==> config.mk <==
export PLATFORM = sky130hd
export DESIGN_NAME = maxnet_plu
export DESIGN_NICKNAME = d
export VERILOG_FILES = /design/src/rtl/maxnet_plu.sv
export SDC_FILE = /design/constraint.sdc
export NUM_CORES = 1
export LEC_CHECK = 0
export BUFFER_PORTS_ARGS = -buffer_cell sky130_fd_sc_hd__buf_2
export CAP_MARGIN = 25
export CORE_MARGIN = 8
export CORE_UTILIZATION = 35
export CTS_CLUSTER_SIZE = 20
export DETAILED_ROUTE_END_ITERATION = 7
export GPL_TIMING_DRIVEN = 0
export HOLD_SLACK_MARGIN = 0.12
export MAX_ROUTING_LAYER = met4
export SLEW_MARGIN = 20
export SYNTH_ARGS = -nofsm -noshare
export SYNTH_HDL_FRONTEND = slang
export SYNTH_SLANG_ARGS = --single-unit
export TNS_END_PERCENT = 100
==> constraint.sdc <==
create_clock -name clk -period 15.4 [get_ports clk]
set_input_delay 2.31 -clock clk [delete_from_list [all_inputs] [get_ports clk]]
set_output_delay 2.31 -clock clk [all_outputs]
set_load 0.01 [all_outputs]
==> src/rtl/maxnet_plu.sv <==
// Maxnet lateral-inhibition unit: one iteration per start_plu.
// Ports: clk, rst_n, start_plu, a_in[N*W], eps[W] -> a_out[N*W], plu_done, valid, busy.
module maxnet_plu #(
  parameter int N = 4,
  parameter int W = 8
) (
  input  logic           clk,
  input  logic           rst_n,
  input  logic           start_plu,
  input  logic [N*W-1:0] a_in,
  input  logic [W-1:0]   eps,
  output logic [N*W-1:0] a_out,
  output logic           plu_done,
  output logic           valid,
  output logic           busy
);

  localparam int AW = W + $clog2(N);
  localparam int IW = (N > 1) ? $clog2(N) : 1;
  localparam int PW = W + AW;

  typedef enum logic [1:0] {
    IDLE,
    SUM,
    UPD,
    DONE
  } state_t;

  state_t         state_q, state_d;
  logic [N*W-1:0] a_q, a_d;
  logic [W-1:0]   eps_q, eps_d;
  logic [AW-1:0]  acc_q, acc_d;
  logic [IW-1:0]  idx_q, idx_d;
  logic [N*W-1:0] buf_q, buf_d;
  logic [N*W-1:0] a_out_q, a_out_d;
  logic           valid_q, valid_d;

  logic [W-1:0]   a_cur;
  logic [AW-1:0]  others;
  logic [PW-1:0]  prod;
  logic [AW-1:0]  inhib;
  logic [W-1:0]   r_cur;
  logic           last;
  int unsigned    nz;

  // Inhibition term eps*(sum of the other neurons), full width,
  // then truncated by W; clamp to zero instead of wrapping.
  always_comb begin
    a_cur  = a_q[idx_q*W +: W];
    others = acc_q - AW'(a_cur);
    prod   = PW'(eps_q) * PW'(others);
    inhib  = AW'(prod >> W);
    r_cur  = (inhib >= AW'(a_cur)) ? '0 : a_cur - W'(inhib);
    last   = (idx_q == IW'(N - 1));
  end

  always_comb begin
    state_d = state_q;
    a_d     = a_q;
    eps_d   = eps_q;
    acc_d   = acc_q;
    idx_d   = idx_q;
    buf_d   = buf_q;
    a_out_d = a_out_q;
    valid_d = valid_q;
    nz      = 0;
    unique case (state_q)
      IDLE: begin
        if (start_plu) begin
          a_d     = a_in;
          eps_d   = eps;
          acc_d   = '0;
          idx_d   = '0;
          state_d = SUM;
        end
      end
      SUM: begin
        acc_d = acc_q + AW'(a_cur);
        if (last) begin
          idx_d   = '0;
          state_d = UPD;
        end else begin
          idx_d = IW'(idx_q + 1'b1);
        end
      end
      UPD: begin
        buf_d[idx_q*W +: W] = r_cur;
        if (last) begin
          idx_d = '0;
          for (int i = 0; i < N; i++) begin
            if (buf_d[i*W +: W] != '0) nz = nz + 1;
          end
          a_out_d = buf_d;
          valid_d = (nz <= 1);
          state_d = DONE;
        end else begin
          idx_d = IW'(idx_q + 1'b1);
        end
      end
      DONE: begin
        state_d = IDLE;
      end
      default: begin
        state_d = IDLE;
      end
    endcase
  end

  always_ff @(posedge clk or negedge rst_n) begin
    if (!rst_n) begin
      state_q <= IDLE;
      a_q     <= '0;
      eps_q   <= '0;
      acc_q   <= '0;
      idx_q   <= '0;
      buf_q   <= '0;
      a_out_q <= '0;
      valid_q <= 1'b0;
    end else begin
      state_q <= state_d;
      a_q     <= a_d;
      eps_q   <= eps_d;
      acc_q   <= acc_d;
      idx_q   <= idx_d;
      buf_q   <= buf_d;
      a_out_q <= a_out_d;
      valid_q <= valid_d;
    end
  end

  assign a_out    = a_out_q;
  assign valid    = valid_q;
  assign plu_done = (state_q == DONE);
  assign busy     = (state_q != IDLE);

endmodule

* Word-level counts from Yosys, hierarchy flattened
Index checks and enable logic that the tools add are counted.
** Storage, ports and cells
- Input port bits :: 43
- Register bits after elaboration :: 119
- Word-level logic and storage cells :: 66
** Cells by class
- Equal/unequal tests :: 7
- $add $sub $neg :: 8
- Mux-type cells :: 23
- Reductions and logical operators :: 14
- $mul :: 1
- Shift operators :: 3
- Magnitude comparators :: 2
** Operator list (number)
- $mux 32 :: 11
- $add 32x1->32 const B :: 3
- $neg 5->34 :: 1
- $shift 8x34->32 const A :: 1
- $shiftx 8x34->32 :: 1
- $bwmux 32 :: 1
- $le 32x1->1 const B :: 1
- $reduce_bool 8->1 :: 4
- $shiftx 32x6->8 :: 1
- $pmux 10 s2 :: 1
- $mul 8x10->18 :: 1
- $add 10x8->10 :: 1
- $ge 10x8->1 :: 1
- $mux 10 :: 1
- $mux 2 :: 5
- $sub 10x8->10 :: 1
- $mux 8 :: 1
- $pmux 2 s4 :: 1
- $reduce_and 2->1 :: 4
- $sub 8x8->8 :: 1
- $eq 2x2->1 const B :: 3
- $ne 2x2->1 const B :: 3
- $reduce_bool 2->1 :: 3
- $pmux 2 s2 :: 1
- 6 further kinds :: 6

* Depth between registers and ports, before layout
Gate-level depths: netlist (run 1).
- Depth in word-level cells :: 24
- Depth in mapped cells :: 45

* Worst setup path after synthesis (run 1)
Ideal clock, no wire load.
- Path type :: register to register
- From :: register idx_q[0]
- To :: register valid_q, in the netlist valid
- Path buffers :: 1
- Arrival :: 9.883 ns
- Stages on the path, launching flop included :: 45
- Period minus slack after synthesis :: 10.011 ns
- Setup slack :: 5.389 ns
- Cell sequence :: dfrtp_1 buf_1 mux4_2 ha_1 fa_1 nor2b_1 o21ai_1 a21boi_0 o21ai_0 nand2b_1 xor2_1 nand2_1 fa_1 inv_1 fa_1 fa_1 inv_1 fa_1 (+9 left out) nand2b_1 xor2_1 ha_1 and3b_1 a211oi_2 o211ai_2 nor4_2 or4b_4 and2_2 a21oi_1 inv_1 ha_1 inv_1 mux2i_1 ha_1 xnor2_1 o32ai_1 mux2_1
** Between the ends
- Longest elaborated chain between the ends :: 24
** Ends and longest elaborated chain
- start, declared :: RTL line 33 : logic [IW-1:0] idx_q, idx_d;
- start signal, assigned :: RTL line 124 : idx_q <= idx_d;
- $shiftx 32x6->8 :: RTL line 49 : a_cur = a_q[idx_q*W +: W];
- $sub 10x8->10 :: RTL line 50 : others = acc_q - AW'(a_cur);
- $mul 8x10->18 :: RTL line 51 : prod = PW'(eps_q) * PW'(others);
- $sub 8x8->8 or $ge 10x8->1 (tied branches) :: RTL line 53 : r_cur = (inhib >= AW'(a_cur)) ? '0 : a_cur - W'(inhib);
- $mux 8 :: RTL line 53
- $shiftx 8x34->32 :: RTL line 87 : buf_d[idx_q*W +: W] = r_cur;
- $bwmux 32 :: RTL line 87
- $reduce_bool 8->1 :: RTL line 91 : if (buf_d[i*W +: W] != '0) nz = nz + 1;
- (+8 left out)
- $mux 32 :: RTL line 91
- $mux 32 :: RTL line 88 : if (last) begin
- $mux 32 :: RTL line 67 : unique case (state_q)
- $add 32x1->32 :: RTL line 91
- $mux 32 :: RTL line 91
- $mux 32 :: RTL line 88
- $mux 32 :: RTL line 67
- $le 32x1->1 :: RTL line 94 : valid_d = (nz <= 1);
- end signal, assigned :: RTL line 127 : valid_q <= valid_d;
- end, declared :: RTL line 36 : logic valid_q, valid_d;
Several ways; a longest one is shown, not always the timed one. The select of a mux whose other input is x is not followed.
A chain may end at the register's enable or synchronous reset.

* Final worst setup path (run 1)
Ends and elaborated chain as after synthesis.

==> metrics.txt, run 1 <==
DIE AREA=0.0311 mm^2; Max Clock Freq=0.0857 GHz; Die W=176 um; vias=6728; Rel. slew slack=0.362; Max-Cap Viols=0; post_cts resized=0; Synth top area share=0.331; CP max FO=10; RSZ-0062 raised after global routing=false; launch point of the critical path=idx_q[0]; layout cell share with drive strength beyond 1=0.176; Synth Flop Type=dfrtp_1; largest cells by area after synthesis=dfrtp_1 (33%), ha_1 (11%), fa_1 (11%); global-route usage over all layers=0.156; # diodes=0; Clock Skew=9.77 ps; hpwl dp=17100 um; PortBufs=77; Detail Route Antenna Nets=0; initial antenna violation count=0; worst-skew pair later-pin latency=430 ps; Critical-path top delay cell=mux4_2; via/cell ratio=4.96; Final setup viols=0; fin crit share=0.758; # clock sinks=119; Tmin final=11670 ps; status=complete, no violations; Layout area overhead=15.8%; maximum level of the CTS H-tree=4; worst slew pin tran=950 ps; Syn Inst Count=915; Yosys warning count=0; DRC=0; RR Startpoint=idx_q[0]; Final GP Congestion=0.810; DIE HEIGHT=176 um; vias in the first global route=7172; root buffer cell=clkbuf_16; Post-synth EDFFs=0; Post-CTS Setup Inserts=0; Crit path required time=15710 ps; grt ovf=0; clk buf depth=2; Rows=58; count leader, synth=dfrtp_1; critical path arrival=11990 ps; drt pass-1 iters=5; pre-CTS setup slack=3590 ps; synthesized cell area=0.00899 mm^2; pin count of the biggest net entering global routing=78; Worst Hold Launch=a_out[24]; Unique masters post-synth=66; crit start category=register; Final TNS setup=0 ps; first-pass GRT wire length=37500 um; HP Class=register to register; Crit. End Element=register; Async S/R FF share, synth=1.00; Final Hold Fails=0; Crit Path Class=register to register; Num CTS Buffers=17; Placed Cells incl. Taps=1324; Reg clk slew, reported paths=60 ps; sequential fraction of the synthesis area=0.331; io pins=78; DR WL/cell=16.4 um; flops & latches, synth=119; Initial Utilization=0.357; fin cells=1356; core area=0.0252 mm^2; final setup margin=3730 ps; Synth top cells by count=dfrtp_1 (119), nand2_1 (99), inv_1 (96); synthesized area per cell=9.82 um^2; Post-Route WL=22300 um; Final nets=1187; syn nets=1089; CTS tree=done; Slew Viols, Final=0; Initial DRC Count=341; critical path's largest stage delay=690 ps; Synth area leader=dfrtp_1; hold_buf cts=0
[placed cells by master (no fill, tap or decap), types with 6 or more instances in the layout]
cell / n
xnor2_1: 19
mux4_2: 8
and2_1: 47
a32o_1: 11
nor2b_1: 49
clkbuf_1: 26
fa_1: 50
buf_2: 81
o21ai_0: 59
clkbuf_16: 17
nor4_1: 8
and3_1: 6
nand2_1: 99
xor2_1: 11
a21oi_1: 50
mux2_2: 43
nand2b_1: 9
o21ai_1: 13
dfrtp_1: 119
nor2_1: 28
ha_1: 81
inv_1: 96
[cells by family (layout without fill, tap and decap cells)]
group,Yosys count,after routing,synth area share
XOR/XNOR,30,30,0.0292
buffers and inverters,129,240,0.0553
adder cells (fa/ha/maj),131,131,0.224
multiplexers,53,53,0.0763
AND/OR/NAND/NOR,269,269,0.155
flip-flops,119,119,0.331
AO/OA/AOI/OAI,184,184,0.129
[metrics by stage]
stage                     hold WS (ps)  utilization  cell area (um^2)
after floorplan                    464            -              8990
after global placement             462        0.389              9790
after detailed placement           465        0.390              9830
after CTS                          481        0.413             10400
after global routing               494        0.413             10400
final                              478        0.413             10400
[flip-flops by register name, summed over array words and instances (netlist names)]
signal,cells
valid,1
state_q,2
eps_q,8
buf_q,32
a_q,32
idx_q,2
a_out,32
acc_q,10
[worst max-delay path, delay by kind of cell (launching register included)]
kind	cells	cell delay, ps
DFF	1	460
buffers and inverters	6	910
and+or+nand+nor	9	1800
adders and majority gates	10	3890
AOI/OAI and AO/OA	13	2500
xor gates and xnor gates	3	890
muxes	3	1080
[cell type report]
| type | instances | area [um^2] |
|---|---|---|
| tap | 330 | 413 |
| timing repair buffer | 79 | 428 |
| clock inverter | 15 | 155 |
| buffer | 33 | 136 |
| sequential | 119 | 2980 |
| fill | 2448 | 14800 |
| multi-input combinational | 667 | 5510 |
| inverter | 96 | 360 |
| clock buffer | 17 | 425 |
[per-layer routing]
layer / vias up / track usage / share of wire
met5: - / - / 0
met4: 0 / 0.0487 / 0.014
met3: 25 / 0.0288 / 0.035
met2: 123 / 0.244 / 0.46
met1: 3301 / 0.203 / 0.49
li1: 3279 / - / -
[final timing paths]
check                                 end  slack [ps]  depth (start not counted)
worst max register to register      valid        3730                         44
max in group asynchronous         a_q[15]       12940                          2
min in group asynchronous        a_out[8]        1750                          1
worst min-delay path            a_out[24]         480                          2
worst min register to register  a_out[24]         480                          2
worst max-delay path                valid        3730                         44
Power of run 1 is not shown: default switching activity piles up to over one toggle a cycle in this logic, so the estimate is an artifact.
==> run 2, diff against run 1 <==
==> constraint.sdc (replaced) <==
create_clock -name clk -period 11.8 [get_ports clk]
set_input_delay 1.77 -clock clk [delete_from_list [all_inputs] [get_ports clk]]
set_output_delay 1.77 -clock clk [all_outputs]
set_load 0.01 [all_outputs]
==> run 2 against run 1 <==
  * Non-clock buffer count stayed put
  * Sequential share of layout area is 0.13 points lower
  * Register-to-register slack worse by 2900 ps
  * Maximum frequency is 6.0% higher
==> metrics.txt, run 2 (synthesis results as in run 1) <==
Rows=58; first-pass GRT wire length=37500 um; Final GP Congestion=0.810; hold_buf cts=0; Crit Path Class=register to register; Reg clk slew, reported paths=70 ps; CP bufs+invs=6; fin cells=1356; Final setup viols=0; Num CTS Buffers=17; routed wl met2=10300 um; Detail Route Antenna Nets=0; status=complete, no violations; FILL cells=2442; CTS tree=done; root buffer cell=clkbuf_16; # clock sinks=119; io pins=78; Max-Cap Viols=0; worst-skew pair later-pin latency=440 ps; Clock Skew=9.64 ps; HP Class=register to register; top routing layer used=met4; Final Hold Fails=0; DIE AREA=0.0311 mm^2; Initial Utilization=0.357; PortBufs=77; Crit. End Element=register; Die W=176 um; Rel. slew slack=0.399; Layout area overhead=16.3%; critical path's largest stage delay=620 ps; fin crit share=0.934; RSZ-0062 raised after global routing=false; worst slew pin tran=895 ps; Initial DRC Count=333; # diodes=0; CP delay by family, top=adder cells; Post-CTS Setup Inserts=0; DIE HEIGHT=176 um; WL met3=817 um; pin count of the biggest net entering global routing=78; global-route usage over all layers=0.156; maximum level of the CTS H-tree=4; vias=6739; DRC=0; CP max FO=10; Placed Cells incl. Taps=1324; initial antenna violation count=0; Final nets=1187; Post-Route WL=22300 um; Crit path required time=12110 ps; core area=0.0252 mm^2; Critical-path top delay cell=mux4_2; layout cell share with drive strength beyond 1=0.183; Tmin final=11020 ps; drt pass-1 iters=5; most frequent cells in the layout=dfrtp_1 (119), nand2_1 (99), inv_1 (96); clk buf depth=2; Max Clock Freq=0.0908 GHz; Slew Viols, Final=0; vias in the first global route=7166; via/cell ratio=4.97; grt ovf=0; crit start category=register; critical path arrival=11330 ps; M1 WL=10900 um; DR WL/cell=16.5 um; hpwl dp=17100 um; most common cell after layout, fill and taps aside=dfrtp_1
-- run 2: worst paths after layout --
check | slack (ps) | depth (start not counted) | from | end
worst max register to register | 780 | 44 | idx_q[0] | valid
worst min-delay path | 480 | 2 | a_out[24] | a_out[24]
min in group asynchronous | 1210 | 1 | rst_n | a_out[8]
worst min register to register | 480 | 2 | a_out[24] | a_out[24]
max in group asynchronous | 9880 | 2 | rst_n | a_q[15]
worst max-delay path | 780 | 44 | idx_q[0] | valid
-- run 2: per-layer routing --
layer | global-route usage | up-vias
met2 | 0.244 | 137
met1 | 0.203 | 3298
met5 | - | -
met4 | 0.0480 | 0
met3 | 0.0286 | 25
li1 | - | 3279
-- run 2: metrics by stage --
| stage | setup TNS [ps] | hold WS, ps | worst slack [ps] | utilization | area (um^2) |
|---|---|---|---|---|---|
| global route | 0 | 494 | 90.9 | 0.415 | 10500 |
| global placement | 0 | 462 | 297 | 0.389 | 9790 |
| finish | 0 | 478 | 784 | 0.415 | 10500 |
| floorplan | 0 | 464 | 1790 | - | 8990 |
| detailed placement | -11.2 | 465 | -11.2 | 0.390 | 9830 |
| CTS | 0 | 481 | 138 | 0.414 | 10400 |
-- run 2: layout make-up --
type                            instances  area [um^2]  share of cell area
Inverter                               96          360              0.0345
Timing Repair Buffer                   79          428              0.0409
Tap cell                              330          413              0.0395
Clock inverter                         15          155              0.0148
Clock buffer                           17          425              0.0407
Buffer                                 33          141              0.0135
Sequential cell                       119         2980               0.285
Multi-Input combinational cell        667         5560               0.531
-- run 2: repair_timing --
action / 4_1_cts / 5_1_grt
gates resized for setup: 2 / 10
endpoints found under the setup margin: 1 / 1
pin swaps: 0 / 0
-- run 2: worst min-delay path: cells and delay by family, from the launching register on --
kind | cells | cell delay, ps
flip-flops | 1 | 340
AND/OR/NAND/NOR | 1 | 40
AO/OA/AOI/OAI | 1 | 60
Power of run 2 is left out for the same reason.
==> run 3, diff against run 2 <==
--- a/config.mk
+++ b/config.mk
@@ -7,6 +7,7 @@
 export LEC_CHECK = 0
 export BUFFER_PORTS_ARGS = -buffer_cell sky130_fd_sc_hd__buf_2
 export CAP_MARGIN = 25
+export CORE_ASPECT_RATIO = 1.75
 export CORE_MARGIN = 8
 export CORE_UTILIZATION = 35
 export CTS_CLUSTER_SIZE = 20
==> run 3 against run 2 <==
  * Wire length is 7.7% higher
  * Maximum frequency grew 0.99%
  * Core utilization up 0.23 points
  * Hold slack worse by 0.98 ps
  * Critical endpoint unchanged
==> metrics.txt, run 3 (synthesis results as in run 1) <==
crit start category=register; global-route usage over all layers=0.170; PortBufs=77; drt pass-1 iters=4; worst-skew pair later-pin latency=440 ps; post_cts resized=0; Final GP Congestion=0.917; Crit Path Class=register to register; pre-CTS setup slack=180 ps; global route hottest layer=met2; Finished Cell Area=0.0105 mm^2; first-pass GRT wire length=40000 um; CP bufs+invs=6; Initial Utilization=0.356; area post-placement=0.00980 mm^2; Rows=77; Final nets=1187; most frequent cells in the layout=dfrtp_1 (119), nand2_1 (99), inv_1 (96); Placed Cells incl. Taps=1309; global-route met1 utilization=0.170; maximum level of the CTS H-tree=4; Post-Route WL=24000 um; Post-CTS Setup Inserts=0; root buffer cell=clkbuf_16; Crit. End Element=register; Storage cell area=0.00298 mm^2; DIE HEIGHT=228 um; grt met2 use=0.307; Die W=137 um; Clock Skew=16.4 ps; multi-input logic area=0.00556 mm^2; RSZ-0062 raised after global routing=false; worst slew pin tran=840 ps; FILL cells=2517; final setup margin=891 ps; # clock sinks=119; grt ovf=0; DIE AREA=0.0313 mm^2; via/cell ratio=5.12; most common cell after layout, fill and taps aside=dfrtp_1; vias=6870; Reg clk slew, reported paths=50 ps; hold_buf cts=0; Rel. slew slack=0.432; Max Clock Freq=0.0917 GHz; Crit path required time=12110 ps; hpwl dp=18800 um; critical path's largest stage delay=650 ps; Max-Cap Viols=0; Initial DRC Count=259; DR WL/cell=17.9 um; Num CTS Buffers=17; Final setup viols=0; CP max FO=10; Critical-path top delay cell=mux4_2; fin cells=1342; Final Hold Fails=0; CTS tree=done; core area=0.0252 mm^2; Final TNS setup=0 ps; Layout area overhead=17.3%; # diodes=0; Slew Viols, Final=0; vias in the first global route=7663; fin crit share=0.924; io pins=78; HP Class=register to register; critical path arrival=11220 ps; DRC=0; CP delay by family, top=adder cells; met3 Usage GRT=0.0229; clk buf depth=2; layout cell share with drive strength beyond 1=0.183; initial antenna violation count=0; pin count of the biggest net entering global routing=72; Detail Route Antenna Nets=0; status=complete, no violations; Tmin final=10910 ps
==> run 3: cell count changes in the layout (fill, tap and decap cells not counted), sizes merged <==
cell and change:
inv -8, bufinv +5, clkbuf +4, clkinv -3, buf +1, clkinvlp +1
==> run 3: layout make-up <==
cell class | count | area share
inverters | 96 | 0.0342
clock buffers | 22 | 0.0469
flip-flops and latches | 119 | 0.283
repair buffers | 79 | 0.0405
well taps | 316 | 0.0375
plain buffers | 33 | 0.0134
clock inverters | 10 | 0.0179
multi-input cells | 667 | 0.527
==> run 3: worst paths after layout <==
| kind | start | end | slack [ps] | cells past startpoint |
|---|---|---|---|---|
| min in group asynchronous | rst_n | a_q[21] | 1300 | 1 |
| worst min register to register | a_out[29] | a_out[29] | 480 | 2 |
| max in group asynchronous | rst_n | a_out[21] | 9770 | 2 |
| worst max register to register | idx_q[0] | valid | 890 | 44 |
| worst max-delay path | idx_q[0] | valid | 890 | 44 |
| worst min-delay path | a_out[29] | a_out[29] | 480 | 2 |
==> run 3: stage by stage <==
| stage | utilization | hold WS, ps |
|---|---|---|
| floorplan | - | 464 |
| global placement | 0.387 | 464 |
| detailed placement | 0.388 | 466 |
| CTS | 0.415 | 478 |
| global route | 0.418 | 508 |
| finish | 0.418 | 477 |
==> run 3: worst min-delay path, delay by kind of cell, from the launching register on <==
kind | cells | cell delay (ps)
compound gates | 1 | 60
flops | 1 | 330
simple gates | 1 | 50
==> run 3: per-layer routing <==
metal,wire length (um),share of wire
met2,13600,0.57
met1,8790,0.37
met4,1120,0.047
met5,0,0
met3,532,0.022
Power of run 3 is left out for the same reason.
